### src/rtl/dram_result_dumper.sv
// rtl/dram_result_dumper.sv - reads the result matrix from DRAM and streams it out as 8N1 UART bytes
module dram_result_dumper #(
   parameter int         CLKS_PER_BIT = 434,
   parameter logic [7:0] BASE_ADDR    = 8'd0,
   parameter int         RESULT_WORDS = 9,
   parameter int         READ_LATENCY = 2
) (
   input  logic        MAIN_CLOCK,
   input  logic        RESET,
   input  logic        PROCESS_DONE,
   input  logic [15:0] RAM_DATA,
   output logic [7:0]  RAM_ADDRESS,
   output logic        RAM_WREN,
   output logic        DUMP_ACTIVE,
   output logic        DUMP_DONE,
   output logic        UART_TX,
   output logic [7:0]  WORD_INDEX
);
   localparam int BAUD_W = (CLKS_PER_BIT > 1) ? $clog2(CLKS_PER_BIT) : 1;
   localparam int LAT_W  = (READ_LATENCY > 0) ? $clog2(READ_LATENCY + 1) : 1;
   localparam logic [BAUD_W-1:0] BAUD_LAST = BAUD_W'(CLKS_PER_BIT - 1);
   localparam logic [LAT_W-1:0]  LAT_LAST  = LAT_W'(READ_LATENCY);
   localparam logic [7:0]        WORD_LAST = 8'((RESULT_WORDS > 0) ? RESULT_WORDS - 1 : 0);

   typedef enum logic [2:0] {S_IDLE, S_READ, S_SEND_HI, S_SEND_LO, S_DONE} state_t;

   state_t            state_q, state_d;
   logic              pd_prev_q;
   logic [7:0]        word_idx_q, word_idx_d;
   logic [15:0]       word_q, word_d;
   logic [LAT_W-1:0]  lat_q, lat_d;
   logic [BAUD_W-1:0] baud_q, baud_d;
   logic [3:0]        bit_q, bit_d;
   logic              tx_q, tx_d;
   logic              start;
   logic [7:0]        tx_byte;
   logic [9:0]        frame;

   assign start   = PROCESS_DONE & ~pd_prev_q;
   assign tx_byte = (state_q == S_SEND_HI) ? word_q[15:8] : word_q[7:0];
   assign frame   = {1'b1, tx_byte, 1'b0};

   // Each SEND state owns one full frame; the bit driven at a clock edge is the one
   // indexed by the counters before that edge, so the start bit appears one cycle after entry.
   always_comb begin
      state_d    = state_q;
      word_idx_d = word_idx_q;
      word_d     = word_q;
      lat_d      = '0;
      baud_d     = '0;
      bit_d      = '0;
      tx_d       = 1'b1;
      case (state_q)
         S_IDLE: begin
            if (start) begin
               word_idx_d = '0;
               state_d    = (RESULT_WORDS == 0) ? S_DONE : S_READ;
            end
         end
         S_READ: begin
            if (lat_q == LAT_LAST) begin
               word_d  = RAM_DATA;
               state_d = S_SEND_HI;
            end else begin
               lat_d = lat_q + 1'b1;
            end
         end
         S_SEND_HI, S_SEND_LO: begin
            tx_d   = frame[bit_q];
            baud_d = baud_q + 1'b1;
            bit_d  = bit_q;
            if (baud_q == BAUD_LAST) begin
               baud_d = '0;
               bit_d  = bit_q + 1'b1;
               if (bit_q == 4'd9) begin
                  bit_d = '0;
                  if (state_q == S_SEND_HI) begin
                     state_d = S_SEND_LO;
                  end else if (word_idx_q == WORD_LAST) begin
                     state_d = S_DONE;
                  end else begin
                     state_d    = S_READ;
                     word_idx_d = word_idx_q + 1'b1;
                  end
               end
            end
         end
         S_DONE: begin
            if (!PROCESS_DONE) begin
               state_d    = S_IDLE;
               word_idx_d = '0;
            end
         end
         default: state_d = S_IDLE;
      endcase
   end

   always_ff @(posedge MAIN_CLOCK or posedge RESET) begin
      if (RESET) begin
         state_q    <= S_IDLE;
         pd_prev_q  <= 1'b0;
         word_idx_q <= '0;
         word_q     <= '0;
         lat_q      <= '0;
         baud_q     <= '0;
         bit_q      <= '0;
         tx_q       <= 1'b1;
      end else begin
         state_q    <= state_d;
         pd_prev_q  <= PROCESS_DONE;
         word_idx_q <= word_idx_d;
         word_q     <= word_d;
         lat_q      <= lat_d;
         baud_q     <= baud_d;
         bit_q      <= bit_d;
         tx_q       <= tx_d;
      end
   end

   assign RAM_ADDRESS = BASE_ADDR + word_idx_q;
   assign RAM_WREN    = 1'b0;
   assign DUMP_ACTIVE = (state_q == S_READ) || (state_q == S_SEND_HI) || (state_q == S_SEND_LO);
   assign DUMP_DONE   = (state_q == S_DONE);
   assign UART_TX     = tx_q;
   assign WORD_INDEX  = word_idx_q;

endmodule

### config.mk
export PLATFORM = sky130hd
export DESIGN_NAME = dram_result_dumper
export DESIGN_NICKNAME = d
export VERILOG_FILES = /design/src/rtl/dram_result_dumper.sv
export SDC_FILE = /design/constraint.sdc
export NUM_CORES = 1
export LEC_CHECK = 0
export ABC_AREA = 1
export CELL_PAD_IN_SITES_DETAIL_PLACEMENT = 0
export CELL_PAD_IN_SITES_GLOBAL_PLACEMENT = 1
export CORE_AREA = 2 2 115 61
export DETAILED_ROUTE_END_ITERATION = 10
export DIE_AREA = 0 0 117 63
export PLACE_DENSITY_LB_ADDON = 0.1
export SYNTH_ARGS = -nofsm -noshare
export SYNTH_HDL_FRONTEND = slang
export SYNTH_SLANG_ARGS = --single-unit
### constraint.sdc
create_clock -name MAIN_CLOCK -period 3.03 [get_ports MAIN_CLOCK]
set_input_delay 0.4545 -clock MAIN_CLOCK [delete_from_list [all_inputs] [get_ports MAIN_CLOCK]]
set_output_delay 0.4545 -clock MAIN_CLOCK [all_outputs]
set_load 0.005 [all_outputs]
==> metrics.yaml, run 1 <==
run_status:
  status: "finished clean"
timing:
  period_share_pct: 67.4
  worstMarginPinSlew_ns: 0.582
  tns_ns: 0
  period_needed_ns: 2.04
  rsz0062_at_grt: "false"
  drv_slew: 0
  setup_viol: 0
  max_slew_margin_pct: 61.2
  worst_slack_ns: 0.988
  finClkSkew_ns: 0.00587
  hold_violations: 0
  clock.fmax_ghz: 0.490
  worst_hold_slack_ns: 0.456
place:
  place_congestion: 0.819
  dpl.hpwl_mm: 3.88
  port_buffers: 37
  dp_slack_ns: 1.02
  placed_area_sq_um: 2780
final_layout:
  multiInputGateArea_sq_um: 1020
  final_area_sq_um: 2930
  fin_nets: 343
  fin_util_pct: 45.5
  seqCellArea_sq_um: 1100
  area_growth_pct: 23.0
  n_antenna_cell: 0
  fillers: 664
  drive_gt1_share_pct: 10.7
grt:
  grt_pass1_wl_mm: 8.98
  grt_pass1_vias: 1741
  grt_max_degree: 45
  antenna_found_initial: 0
  grt_overflow: 0
  grtUsageTotal_pct: 16.1
routing:
  via_per_inst: 4.58
  met1_length_mm: 3.15
  met3WireLength_microns: 337
  dr.max_layer_used: "met4"
  firstDrtPassIters: 4
  wire_per_inst_microns: 13.0
  ant_nets: 0
  wl_met2_mm: 1.80
  drc: 0
  vias: 1881
  drt_iter0_markers: 133
  drt_wl_total_mm: 5.34
floorplan:
  die_w_microns: 117
  core_area_sq_um: 6440
  io_pins: 39
  num_rows: 21
  dieArea_sq_um: 7370
  start_util_pct: 37.0
  die_h_microns: 63
logic_synthesis:
  ys_types: 33
  ys_warn_count: 0
  synth.top_cells.by_area: "dfrtp_1 45%, nand2_1 7.4%, nand3_1 6.3%"
  synth_nets: 311
  synth-edff-count: 0
  synth_top_area_share_pct: 45.2
  yosysSeqAreaShare_pct: 46.3
  synth_flop_cell: "dfrtp_1"
  synth_area_leader_cell: "dfrtp_1"
  synth_cells: 286
  synth_seq_cells: 44
  avgSynthCellArea_sq_um: 8.33
  ys_async_sr_fraction_pct: 100
  syn_area_sq_um: 2380
power:
  sequentialPowerShare_pct: 39.2
  intPower_mw: 1.45
  combPwrFrac_pct: 36.7
  ir_drop_v: 0.000245
  swShare_pct: 36.5
  p_leak_nw: 1.34
  clkPwrFrac_pct: 24.2
  powerDensity_nw_per_um2: 781
  power.switching_mw: 0.834
flow_run:
  drv_cap: 0
cts:
  htree_levels: 2
  cts_resized: 0
  insertion_delay_ns: 0.29
  cts_buffer_depth: 2
  path_clk_slew_ns: 0.06
  numCtsBuffers: 5
  post_cts_buffers: 0
  numClockSinks: 44
  cts_hold_buf: 0
  cts-root-buf: "clkbuf_16"
  cts_tree: "done"
setup_path:
  endpoint_kind: "output pin"
  start_kind: "flip-flop"
  r2r_slack_ns: 1.17
  path_cells: "nor3_1 > clkdlybuf4s50_1"
  slowest_delay_ns: 0.56
  required_ns: 2.58
  worstPathArrival_ns: 1.59
  critPathSlowestCell: "clkdlybuf4s50_1"
  crit_fanout: 6
  path_class: "reg2out"
hold_path:
  hp-class: "reg2reg"
## per-stage QoR
stage | power [mW] | instances
2_1_floorplan | 1.44 | 286
3_3_place_gp | 1.77 | 403
3_5_place_dp | 1.76 | 403
4_1_cts | 2.33 | 411
5_1_grt | 2.48 | 411
6_report | 2.29 | 411
## registers in the layout, indices dropped and copies added, names as in the netlist
name,cells
pd_prev_q,1
bit_q,4
baud_q,9
word_q,16
state_q,3
WORD_INDEX,8
UART_TX,1
lat_q,2
## metal layers
metal | vias up | track usage, %
li1 | 971 | -
met1 | 867 | 27.5
met2 | 38 | 17.6
met3 | 5 | 5.33
met4 | 0 | 4.85
met5 | - | 0
## worst max-delay path: cells and delay by family, from the launching register on
kind / cells / cell delay (ns)
buffers and inverters: 1 / 0.56
DFF: 1 / 0.45
and+or+nand+nor: 1 / 0.29
## area by class of cell
cell class | instances | area share [%]
clock buffers | 7 | 4.87
clock inverters | 1 | 0.256
inverters | 40 | 5.12
multi-input cells | 187 | 34.8
flip-flops and latches | 44 | 37.6
well taps | 92 | 3.93
repair buffers | 40 | 13.4
## power by group through the flow
stage | Sequential [mW] | Clock [mW] | Combinational [mW]
2_1_floorplan | 0.871 | 0 | 0.572
3_3_place_gp | 0.910 | 0 | 0.856
3_5_place_dp | 0.911 | 0 | 0.848
4_1_cts | 0.900 | 0.576 | 0.853
5_1_grt | 0.923 | 0.599 | 0.957
6_report | 0.896 | 0.553 | 0.839
## kinds of logic after synthesis
family / Yosys count / synth area share [%]
mux: 3 / 1.89
compound gates: 36 / 9.66
xor+xnor: 9 / 3.31
other cells: 1 / 0.157
fa+ha+maj: 6 / 3.15
buf+inv: 55 / 10.9
flops: 44 / 46.3
simple gates: 132 / 24.6
## cell usage in the layout, fill, tap and decap left out, types with 2 or more instances in the layout
cell,synthesis,final
a21oi_1,10,10
a21oi_2,10,10
buf_4,10,3
clkbuf_16,0,5
clkdlybuf4s50_1,0,37
clkinv_1,2,3
dfrtp_1,43,43
ha_1,6,6
inv_1,34,33
inv_2,4,4
mux2_4,3,3
nand2_1,47,47
nand3_1,30,30
nand4_1,2,2
nor2_1,34,34
nor2_2,2,2
nor3_1,10,10
nor3b_1,3,3
o21ai_0,2,2
o21ai_1,9,9
o22ai_1,2,2
xnor2_1,2,2
xor2_1,7,7
## cells in the mapped netlist, types with 2 or more instances
master and count:
o21ai_1 9, buf_6 2, xnor2_1 2, xor2_1 7, clkinv_1 2, clkbuf_1 2
o21ai_0 2, o22ai_1 2, nor3_1 10, dfrtp_1 43, nand4_1 2, inv_1 34
buf_4 10, inv_2 4, a21oi_2 10, nor2_1 34, a21oi_1 10, ha_1 6
nor3b_1 3, mux2_4 3, nand2_1 47, nor2_2 2, nand3_1 30
## worst paths after layout
check | start | endpoint | depth (start not counted)
setup reg to reg | state_q[2] | WORD_INDEX[4] | 8
hold reg to reg | lat_q[0] | lat_q[0] | 1
setup / recovery | state_q[0] | DUMP_DONE | 2
min in group asynchronous | RESET | baud_q[4] | 3
hold / removal | lat_q[0] | lat_q[0] | 1
max in group asynchronous | RESET | WORD_INDEX[4] | 3
(Power assumes the default switching activity.)
==> run 2: changes to the inputs <==
CORE_AREA = 2 2 119 63   (was 2 2 115 61)
DIE_AREA = 0 0 121 65   (was 0 0 117 63)
clock period = 1.75 ns   (was 3.03 ns; I/O delays follow)
==> run 2 against run 1 <==
Design area up 8.2%. Power up 89%. Register-to-register slack worse by 1.0 ns. Routed wire length up 6.0%. Sequential share of layout area down 2.8 points. Sequential power up 65%.
==> metrics.yaml, run 2 (synthesis results as in run 1) <==
run_status:
  status: "finished clean"
floorplan:
  die_h_microns: 65  # +3.2%
  start_util_pct: 34.2  # -2.8 points
  die_w_microns: 121  # +3.4%
  core_area_sq_um: 6960  # +8.2%
  dieArea_sq_um: 7870  # +6.7%
  num_rows: 22  # +4.8%
  io_pins: 39  # unchanged
timing:
  period_share_pct: 95.6
  finClkSkew_ns: 0.00361  # -0.00226 ns
  hold_violations: 0  # unchanged
  worst_hold_slack_ns: 0.321  # -0.135 ns
  clock.fmax_ghz: 0.598
  tns_ns: 0  # unchanged
  rsz0062_at_grt: "false"
  drv_slew: 0  # unchanged
  period_needed_ns: 1.67
  setup_viol: 0  # unchanged
grt:
  grtUsageTotal_pct: 15.9  # -0.16 points
  grt_pass1_vias: 1852  # +6.4%
  antenna_found_initial: 0  # unchanged
  grt_max_degree: 45  # unchanged
  grt_overflow: 0  # unchanged
  grt_pass1_wl_mm: 9.59  # +6.9%
setup_path:
  crit_buf_inv: 1  # unchanged
  r2r_slack_ns: 0.12  # -1.05 ns
  endpoint_kind: "output pin"
  rr_startpoint: "state_q[0]"
  critPathSlowestCell: "clkdlybuf4s50_1"
  crit_family: "buffers and inverters"
  path_cells: "nor2_4 > nor2_1 > clkdlybuf4s50_1"
  path_class: "reg2out"
  startpoint: "state_q[0]"
  required_ns: 1.49  # -1.09 ns
  crit_fanout: 4  # -2
  worstPathArrival_ns: 1.41  # -0.18 ns
  slowest_delay_ns: 0.53  # -0.03 ns
  start_kind: "flip-flop"
place:
  dpl.hpwl_mm: 4.13  # +6.6%
  port_buffers: 37  # unchanged
  place_congestion: 0.817  # -0.31%
  placed_area_sq_um: 2950  # +6.1%
power:
  ir_drop_v: 0.000603  # +150%
  power.switching_mw: 1.57  # +88%
  combPwrFrac_pct: 43.4  # +6.7 points
  clkPwrFrac_pct: 22.3  # -1.9 points
  intPower_mw: 2.75  # +89%
  sequentialPowerShare_pct: 34.3  # -4.9 points
  p_leak_nw: 1.48  # +11%
  powerDensity_nw_per_um2: 1360  # +74%
  swShare_pct: 36.3  # -0.18 points
routing:
  ant_nets: 0  # unchanged
  firstDrtPassIters: 4  # unchanged
  via_per_inst: 4.45  # -2.8%
  drt_wl_total_mm: 5.66  # +6.0%
  vias: 1948  # +3.6%
  drt_iter0_markers: 90  # -32%
  wire_per_inst_microns: 12.9  # -0.56%
  drc: 0  # unchanged
cts:
  cts-root-buf: "clkbuf_16"
  numClockSinks: 44  # unchanged
  path_clk_slew_ns: 0.06  # about the same
  numCtsBuffers: 5  # unchanged
  cts_hold_buf: 0  # unchanged
  htree_levels: 2  # unchanged
  cts_tree: "done"
  cts_buffer_depth: 2  # unchanged
  insertion_delay_ns: 0.28  # about the same
final_layout:
  final_cell_mix: "47 x nand2_1, 41 x dfrtp_1, 36 x clkdlybuf4s50_1"
  n_antenna_cell: 0  # unchanged
  final_common_cell: "nand2_1"
  fillers: 720  # +8.4%
  drive_gt1_share_pct: 18.1  # +7.5 points
  area_growth_pct: 33.1
  final_area_sq_um: 3170  # +8.2%
  largest_reg_flops: 16  # unchanged
  fin_nets: 366  # +6.7%
  regMostFlops: "word_q"
flow_run:
  drv_cap: 0  # unchanged
hold_path:
  hp-class: "in2async"
[run 2: changes by cell type in the layout (fill, tap and decap cells not counted), sizes merged]
cell,change
dlygate4sd2,+1
buf,+23
clkdlybuf4s50,-1
clkbuf,-1
clkinv,+2
clkinvlp,-1
[run 2: cell type report]
| type | instances | area (sq um) | area share, % |
|---|---|---|---|
| repair buffers | 63 | 602 | 19.0 |
| well taps | 96 | 120 | 3.79 |
| inverters | 40 | 150 | 4.73 |
| clock buffers | 6 | 139 | 4.38 |
| multi-input cells | 187 | 1050 | 33.0 |
| clock inverters | 2 | 10.0 | 0.316 |
| flip-flops and latches | 44 | 1100 | 34.8 |
[run 2: tightest hold or removal path, cell delays in order]
cell and delay [ns]:
clkdlybuf4s50_1 0.40, clkinv_1 0.07, buf_12 0.24
[run 2: path summary, 6_finish.rpt]
| path | end | depth (start not counted) |
|---|---|---|
| min | word_q[7] | 3 |
| min in group MAIN_CLOCK | lat_q[0] | 1 |
| max reg2reg | UART_TX | 10 |
| min reg2reg | lat_q[0] | 1 |
| max in group asynchronous | UART_TX | 3 |
| max | DUMP_ACTIVE | 3 |
[run 2: what timing repair did]
action	4_1_cts	5_1_grt
gates resized for setup	5	3
endpoints found under the setup margin	2	2
setup buffers	4	2
[run 2: power groups by stage]
stage / sequential (mW) / combinational, mW / clock, mW
CTS: 1.48 / 1.82 / 0.980
finish: 1.48 / 1.87 / 0.962
global route: 1.52 / 2.12 / 1.03
floorplan: 1.51 / 0.990 / 0
detailed placement: 1.49 / 1.76 / 0
global placement: 1.49 / 1.77 / 0
[run 2: stage by stage]
step | cells | setup slack (ns) | total power [mW] | util [%]
2_1_floorplan | 286 | 0.273 | 2.50 | -
3_3_place_gp | 424 | 0.0600 | 3.25 | 42.4
3_5_place_dp | 424 | 0.0937 | 3.25 | 42.4
4_1_cts | 436 | 0.000972 | 4.29 | 45.1
5_1_grt | 438 | 0.00670 | 4.67 | 45.5
6_report | 438 | 0.0774 | 4.31 | 45.5
[run 2: per-layer routing]
metal | global-route usage [%] | share of wire, % | wire, microns | up-vias
met1 | 27.0 | 61 | 3450 | 896
met2 | 18.3 | 34 | 1920 | 33
met4 | 3.49 | 0.41 | 23 | 0
li1 | - | - | - | 1017
met3 | 4.67 | 4.7 | 265 | 2
met5 | 0 | 0 | 0 | -
